**src/rtl/seq_det_pkg.sv**
```systemverilog
// Shared elaboration helpers for the sequence detector: state width and
// KMP-based transition computation over an MSB-first pattern.
package seq_det_pkg;

    localparam int unsigned MAX_SEQ_LEN = 16;

    // Bits needed to encode S0..S(seq_len).
    function automatic int unsigned state_width(input int unsigned seq_len);
        return $clog2(seq_len + 1);
    endfunction

    // Pattern bit i, counted from the first received bit (the MSB).
    function automatic logic pat_bit(input logic [MAX_SEQ_LEN-1:0] pat,
                                     input int unsigned len,
                                     input int unsigned i);
        logic [MAX_SEQ_LEN-1:0] sh;
        sh = pat >> (len - 1 - i);
        return sh[0];
    endfunction

    // Longest proper prefix of the whole pattern that is also its suffix.
    function automatic int unsigned seq_fail(input logic [MAX_SEQ_LEN-1:0] pat,
                                             input int unsigned len);
        int unsigned best;
        logic        ok;
        best = 0;
        for (int unsigned j = 1; j < len; j++) begin
            ok = 1'b1;
            for (int unsigned i = 0; i < j; i++) begin
                if (pat_bit(pat, len, i) != pat_bit(pat, len, len - j + i)) ok = 1'b0;
            end
            if (ok) best = j;
        end
        return best;
    endfunction

    // Next state from Sk (k < len) on bit b: longest pattern prefix that is a
    // suffix of the k matched bits followed by b (covers both advance and fall-back).
    function automatic int unsigned seq_next(input logic [MAX_SEQ_LEN-1:0] pat,
                                             input int unsigned len,
                                             input int unsigned k,
                                             input logic b);
        int unsigned best;
        int unsigned p;
        logic        ok;
        logic        tb;
        best = 0;
        for (int unsigned j = 1; j <= k + 1; j++) begin
            if (j <= len) begin
                ok = 1'b1;
                for (int unsigned i = 0; i < j; i++) begin
                    p  = k + 1 - j + i;
                    tb = (p == k) ? b : pat_bit(pat, len, p);
                    if (tb != pat_bit(pat, len, i)) ok = 1'b0;
                end
                if (ok) best = j;
            end
        end
        return best;
    endfunction

endpackage

```
**src/rtl/seq_match_counter.sv**
```systemverilog
// Saturating detection counter with synchronous clear.
module seq_match_counter #(
    parameter int unsigned CNT_W = 8
) (
    input  logic             clk,
    input  logic             reset,
    input  logic             inc,
    input  logic             clear,
    output logic [CNT_W-1:0] count
);

    // Count detections, sticking at all-ones; clear wins over inc.
    always_ff @(posedge clk or posedge reset) begin
        if (reset) begin
            count <= '0;
        end else if (clear) begin
            count <= '0;
        end else if (inc && (count != '1)) begin
            count <= count + 1'b1;
        end
    end

endmodule

```
**src/rtl/moore_seq_detector.sv**
```systemverilog
// Moore serial pattern detector with selectable overlapping detection and a
// saturating match counter. Transitions are derived from PATTERN at elaboration.
module moore_seq_detector
    import seq_det_pkg::*;
#(
    parameter int unsigned         SEQ_LEN = 3,
    parameter logic [SEQ_LEN-1:0]  PATTERN = 3'b101,
    parameter int unsigned         CNT_W   = 8,
    localparam int unsigned        SW      = state_width(SEQ_LEN)
) (
    input  logic             clk,
    input  logic             reset,
    input  logic             in,
    input  logic             in_valid,
    input  logic             overlap,
    input  logic             clear,
    output logic             out,
    output logic [CNT_W-1:0] match_count,
    output logic [SW-1:0]    state
);

    localparam logic [MAX_SEQ_LEN-1:0] PAT16    = MAX_SEQ_LEN'(PATTERN);
    localparam int unsigned            N_ROWS   = 1 << SW;
    localparam logic [SW-1:0]          MATCH_ST = SW'(SEQ_LEN);
    localparam int unsigned            FAIL_K   = seq_fail(PAT16, SEQ_LEN);

    // Exits from MATCH: restart from the failure state or from S0.
    localparam logic [SW-1:0] M_OV0 = SW'(seq_next(PAT16, SEQ_LEN, FAIL_K, 1'b0));
    localparam logic [SW-1:0] M_OV1 = SW'(seq_next(PAT16, SEQ_LEN, FAIL_K, 1'b1));
    localparam logic [SW-1:0] M_NO0 = SW'(seq_next(PAT16, SEQ_LEN, 0, 1'b0));
    localparam logic [SW-1:0] M_NO1 = SW'(seq_next(PAT16, SEQ_LEN, 0, 1'b1));

    logic [SW-1:0] nxt0 [N_ROWS];
    logic [SW-1:0] nxt1 [N_ROWS];
    logic [SW-1:0] state_nxt;
    logic          hit;

    // Constant transition table for S0..S(SEQ_LEN-1); unused codes padded to S0.
    for (genvar k = 0; k < N_ROWS; k++) begin : g_row
        if (k < SEQ_LEN) begin : g_live
            localparam int unsigned N0 = seq_next(PAT16, SEQ_LEN, k, 1'b0);
            localparam int unsigned N1 = seq_next(PAT16, SEQ_LEN, k, 1'b1);
            assign nxt0[k] = SW'(N0);
            assign nxt1[k] = SW'(N1);
        end else begin : g_pad
            assign nxt0[k] = '0;
            assign nxt1[k] = '0;
        end
    end

    // State register.
    always_ff @(posedge clk or posedge reset) begin
        if (reset) begin
            state <= '0;
        end else begin
            state <= state_nxt;
        end
    end

    // Next-state selection; overlap only matters when leaving MATCH.
    always_comb begin
        state_nxt = state;
        hit       = 1'b0;
        if (clear) begin
            state_nxt = '0;
        end else if (in_valid) begin
            if (state == MATCH_ST) begin
                if (overlap) state_nxt = in ? M_OV1 : M_OV0;
                else         state_nxt = in ? M_NO1 : M_NO0;
            end else begin
                state_nxt = in ? nxt1[state] : nxt0[state];
            end
            hit = (state_nxt == MATCH_ST);
        end
    end

    assign out = (state == MATCH_ST);

    seq_match_counter #(
        .CNT_W (CNT_W)
    ) u_counter (
        .clk   (clk),
        .reset (reset),
        .inc   (hit),
        .clear (clear),
        .count (match_count)
    );

endmodule

```
**config.mk**
```make
export PLATFORM = sky130hd
export DESIGN_NAME = moore_seq_detector
export DESIGN_NICKNAME = d
export VERILOG_FILES = /design/src/rtl/seq_det_pkg.sv /design/src/rtl/seq_match_counter.sv /design/src/rtl/moore_seq_detector.sv
export SDC_FILE = /design/constraint.sdc
export NUM_CORES = 1
export LEC_CHECK = 0
export CAP_MARGIN = 20
export CORE_UTILIZATION = 45
export CTS_BUF_LIST = sky130_fd_sc_hd__clkbuf_4
export CTS_CLUSTER_DIAMETER = 200
export CTS_CLUSTER_SIZE = 16
export DETAILED_ROUTE_END_ITERATION = 8
export PLACE_DENSITY_LB_ADDON = 0.12
export SLEW_MARGIN = 20
export SYNTH_ARGS = -nofsm -noshare
export SYNTH_HDL_FRONTEND = slang
export SYNTH_SLANG_ARGS = --single-unit
export TNS_END_PERCENT = 50
```
**constraint.sdc**
```tcl
create_clock -name clk -period 2 [get_ports clk]
set_input_delay 0.2 -clock clk [delete_from_list [all_inputs] [get_ports clk]]
set_output_delay 0.2 -clock clk [all_outputs]
set_load 0.05 [all_outputs]
```
Word-level counts from Yosys, hierarchy flattened --
Index checks and enable logic that the tools add are counted. Widths: inputs -> output; s select.
Storage, ports and cells: bits in read-only memories 0, bits of input ports 6, latch bits 0, logic and storage cells 30, memories 0, register bits 10, memory bits (writable) 0
Operators by class: $lt $le $gt $ge 1, muxes and demuxes 19, divide/modulo/power cells 0, shift operators 0, equal/unequal tests 3, multiply operators 0, add/sub/neg operators 1, bitwise logic cells 1, reductions and logical operators 3
Operator list (number):
- $mux 2 | 12
- $mux 8 | 2
- $add 8x1->8 const B | 1
- $bmux 2 s2 | 2
- $ne 8x8->1 const B | 1
- $eq 2x2->1 const B | 2
- $reduce_bool 2->1 | 2
- $ge 3x3->1 const B | 1
- $mux 1 | 3
- $not 2->3 | 1
- $logic_and 1x1->1 | 1

Longest topological paths before layout --
depth after elaboration 14, mapped depth 5, depth with buffers taken out 5

Modules after synthesis --
From an unflattened synthesis, not the netlist that was laid out.
Second synthesis, totals: cells, all modules 63, area total of the unflattened synthesis 625.6 um2
By module, submodules not included:
- seq_match_counter | times used 1, cells an instance 49, area each 504.2 um2
- moore_seq_detector | times used 1, cells an instance 14, area each 121.4 um2

Least setup slack after synthesis --
OpenSTA, ideal clock, no wires.
path kind register to register, from register state[0], to register u_counter.count[6], data arrival time 1695 ps, setup time 99 ps, data required time 1901 ps, path buffers 1, slack 206 ps, stages on the path, launching flop included 6, period minus slack after synthesis 1794 ps, cells stage by stage dfrtp_1 or3b_1 buf_6 nor4_4 nor2_1 a311oi_1
Between the ends: word-level cells in the longest chain between the ends 13
RTL lines:
- from (decl) | RTL line moore_seq_detector.sv:19 | output logic [SW-1:0] state
- from (signal assigned) | RTL line moore_seq_detector.sv:56 | state <= state_nxt;
- $not 2->3 (not written as such) | RTL line moore_seq_detector.sv:71 | state_nxt = in ? nxt1[state] : nxt0[state];
- $bmux 2 s2 | RTL line moore_seq_detector.sv:71
- $mux 2 (not written as such) (2 in a row) | RTL line moore_seq_detector.sv:71
- $mux 2 | RTL line moore_seq_detector.sv:71
- $mux 2 * | RTL line moore_seq_detector.sv:67 | if (state == MATCH_ST) begin
- $mux 2 * | RTL line moore_seq_detector.sv:66 | end else if (in_valid) begin
- $mux 2 * | RTL line moore_seq_detector.sv:64 | if (clear) begin
- $eq 2x2->1 * | RTL line moore_seq_detector.sv:73 | hit = (state_nxt == MATCH_ST);
- $mux 1 * | RTL line moore_seq_detector.sv:66
- $mux 1 * | RTL line moore_seq_detector.sv:64
- $logic_and 1x1->1 * | RTL line seq_match_counter.sv:18 | end else if (inc && (count != '1)) begin
- $reduce_bool 2->1 (no line) *
- to (signal assigned) | RTL line seq_match_counter.sv:19 | count <= count + 1'b1;
- to (decl) | RTL line seq_match_counter.sv:9 | output logic [CNT_W-1:0] count
Mark *: on every way between the ends. The rest lies on a longest branch, timed or not. The select of a mux whose other input is x is not followed. A chain may end at the register's enable or synchronous reset.

Worst setup path in the final report --
from register state[0], to output out
Between the ends: word-level cells in the longest chain between the ends 1
RTL lines:
- $eq 2x2->1 | RTL line moore_seq_detector.sv:77 | assign out = (state == MATCH_ST);
- to (decl) | RTL line moore_seq_detector.sv:17 | output logic out,
No other way between the ends.

==> impl_metrics.csv <==
group,metric,value,unit
run_status,outcome,"complete, no violations",
global_routing,first_global_vias,481,
routing,wirelength,1300,um
global_routing,grt_pass1_wl,2040,um
timing,fmax,0.554,GHz
power_and_ir_drop,p_leak,0.355,nW
cts,clock_latency,0.27,ns
final_layout,area_growth,31.5,%
critical_path,cp.required,1.80,ns
place,dp_hpwl,948,um
timing,slew_violations,0,
timing,slew_headroom,66.9,%
hold_path,hold_class,"in2async",
power_and_ir_drop,total_power,381,uW
timing,setup_viol,0,
synthesis,netlist_instances,63,
power_and_ir_drop,clkPwrFrac,35.0,%
cts,cts_setup_buffers,0,
floorplanning,fp.coreArea,1190,um^2
timing,skew,0.0111,ns
final_layout,final_nets,90,
synthesis,synth_top_family_by_area,"simple AND/OR/NAND/NOR gates",
run,maxCapViolations,0,
timing,holdWs,0.215,ns
critical_path,crit_chain,"and2_2 > clkdlybuf4s50_1",
routing,antenna_left,0,
power_and_ir_drop,ir_drop,0.442,mV
timing,worst_slack,0.195,ns
power_and_ir_drop,p_int,291,uW
place,dp_cells,92,
synthesis,synth_cell_types,27,
critical_path,arrival,1.60,ns
power_and_ir_drop,powerDensity,477,nW/um^2
timing,period_share,90.2,%
routing,wl_per_cell,13.7,um
synthesis,synth_simple_gate_area_share,33.2,%
cts,htree_levels,1,
timing,min_period,1.80,ns
critical_path,critical-path-top-delay-family,"buffers and inverters",
routing,drc,0,
cts,hold_buffers,0,
routing,vias,525,
power_and_ir_drop,netSwitchingPower,89.8,uW
global_routing,grt_max_degree,11,
critical_path,cp_max_fo,6,
routing,first_pass_iters,4,
cts,cts_tree,"yes",
cts,clkSinkCount,10,
final_layout,multi_input_area,325,um^2
timing,worst-slew-pin-transition,0.495,ns
synthesis,syn_area,607,um^2
final_layout,final_cells,95,
synthesis,synthXorXnorAreaFrac,1.44,%
final_layout,design_area,798,um^2
timing,hold_viol,0,
synthesis,synth_compound_gate_area_share,10.1,%
global_routing,globalRoute.totalOverflow,0,
final_layout,drive_above_1_share,11.1,%
final_layout,layout_common_cells,"clkdlybuf4s50_1 (16), nor2_1 (11), dfrtp_1 (10)",
place,dpl_worst_slack,0.0615,ns
final_layout,fin_util,67.3,%
critical_path,end_kind,"output port",
routing,drtIter0Drc,14,
floorplanning,die-area,1500,um^2
global_routing,grt_antenna_before_repair,0,
critical_path,cp_slowest_cell,"clkdlybuf4s50_1",
global_routing,track_usage,20.5,%
cts,clk_path_buf_depth,2,
critical_path,max_stage_delay,0.79,ns
floorplanning,die-width,38.7,um
floorplanning,die_y,38.7,um
final_layout,final_common_cell,"clkdlybuf4s50_1",
synthesis,synthMuxAreaShare,6.80,%
critical_path,crit_path_start_kind,"flop",
place,gp_congestion,0.744,
synthesis,ys_ff_latch,10,
floorplanning,start_util,51.2,%
floorplanning,pin_count,17,
floorplanning,rows,12,
power_and_ir_drop,power_frac_comb,10.8,%
timing,rsz0062_at_grt,"false",
place,io_buffer_count,16,
cts,clockRootBuffer,"clkbuf_4",
synthesis,yosysWarnings,0,
cts,path_clk_slew,0.07,ns
power_and_ir_drop,p_seq_share,54.1,%
cts,cts_resized,0,
cts,cts_inserted_buffers,3,
place,place_area,776,um^2
final_layout,seqCellArea,250,um^2
routing,vias_per_cell,5.53,
timing,fin_tns_setup,0,ns
final_layout,fill_cells,106,
power_and_ir_drop,p_sw_share,23.6,%
synthesis,postSynthAreaPerCell,9.63,um^2
synthesis,synth_fa_ha_area_share,2.06,%
final_layout,antenna_cells,0,
synthesis,yosysSeqAreaShare,41.2,%
critical_path,crit_buf_inv,1,
synthesis,synth_nets,70,
critical_path,worstSetupPathType,"reg2out",
-- area by class of cell --
type                            count  area share (%)
Inverter                            4            1.88
Sequential cell                    10            31.3
Tap cell                           14            2.19
Multi-Input combinational cell     47            40.8
Timing Repair Buffer               17            21.0
Clock buffer                        3            2.82
-- state kept, by name (all words and copies together) (netlist names) --
register / flops
u_counter.count: 8
state: 2
-- routing by layer --
metal / global-route usage, % / wire length [um]
met1: 25.4 / 640
met2: 32.5 / 576
met3: 8.67 / 77
met4: 5.17 / 4
met5: 0 / 0
-- worst reg2reg max path: cells and delay by family (launching register included) --
kind | cells | cell delay, ns
flops | 1 | 0.42
simple gates | 3 | 0.92
compound gates | 1 | 0.26
-- cell families after synthesis --
family | count (synthesis)
multiplexers | 4
AND/OR/NAND/NOR | 33
AO/OA/AOI/OAI | 8
adder cells (fa/ha/maj) | 1
XOR/XNOR | 1
flip-flops | 10
buffers and inverters | 6
-- worst paths after layout --
check                                   start                 end  slack (ns)  depth (start not counted)
setup reg to reg                     state[0]  u_counter.count[6]        0.33                          4
hold reg to reg            u_counter.count[5]  u_counter.count[5]        0.57                          1
setup / recovery                     state[0]                 out        0.20                          2
max in group asynchronous               reset  u_counter.count[1]        1.49                          2
min in group clk           u_counter.count[5]  u_counter.count[5]        0.57                          1
hold / removal                          reset  u_counter.count[7]        0.22                          2
-- synth_stat cells --
| cell | n | area (um^2) |
|---|---|---|
| xor2_1 | 1 | 8.76 |
| a211o_2 | 1 | 10.0 |
| nand2_1 | 3 | 11.3 |
| dfrtp_1 | 10 | 250 |
| and4_1 | 2 | 17.5 |
| and3_1 | 3 | 18.8 |
| buf_6 | 1 | 11.3 |
| o21ai_0 | 1 | 5.00 |
| a32oi_1 | 1 | 8.76 |
| a21oi_1 | 1 | 5.00 |
| or3b_1 | 1 | 8.76 |
| nand4_1 | 1 | 6.26 |
| buf_2 | 1 | 5.00 |
| nor4_1 | 1 | 6.26 |
| nor2_1 | 11 | 41.3 |
| mux2i_1 | 3 | 30.0 |
| nor4_4 | 2 | 42.5 |
| inv_1 | 4 | 15.0 |
| nor3_1 | 3 | 15.0 |
| a211oi_1 | 2 | 15.0 |
| a311oi_1 | 1 | 8.76 |
| a41oi_1 | 1 | 8.76 |
| nand3_1 | 4 | 20.0 |
| and2_2 | 1 | 7.51 |
| mux2_2 | 1 | 11.3 |
| nand2b_1 | 1 | 6.26 |
| ha_1 | 1 | 12.5 |
-- power groups by stage --
stage          Sequential [mW]  Combinational, mW  Clock (mW)
3_5_place_dp             0.210             0.0413           0
3_3_place_gp             0.210             0.0411           0
5_1_grt                  0.206             0.0449       0.144
6_report                 0.206             0.0413       0.133
2_1_floorplan            0.216             0.0188           0
4_1_cts                  0.206             0.0413       0.137
Power figures use the tool's default switching activity.
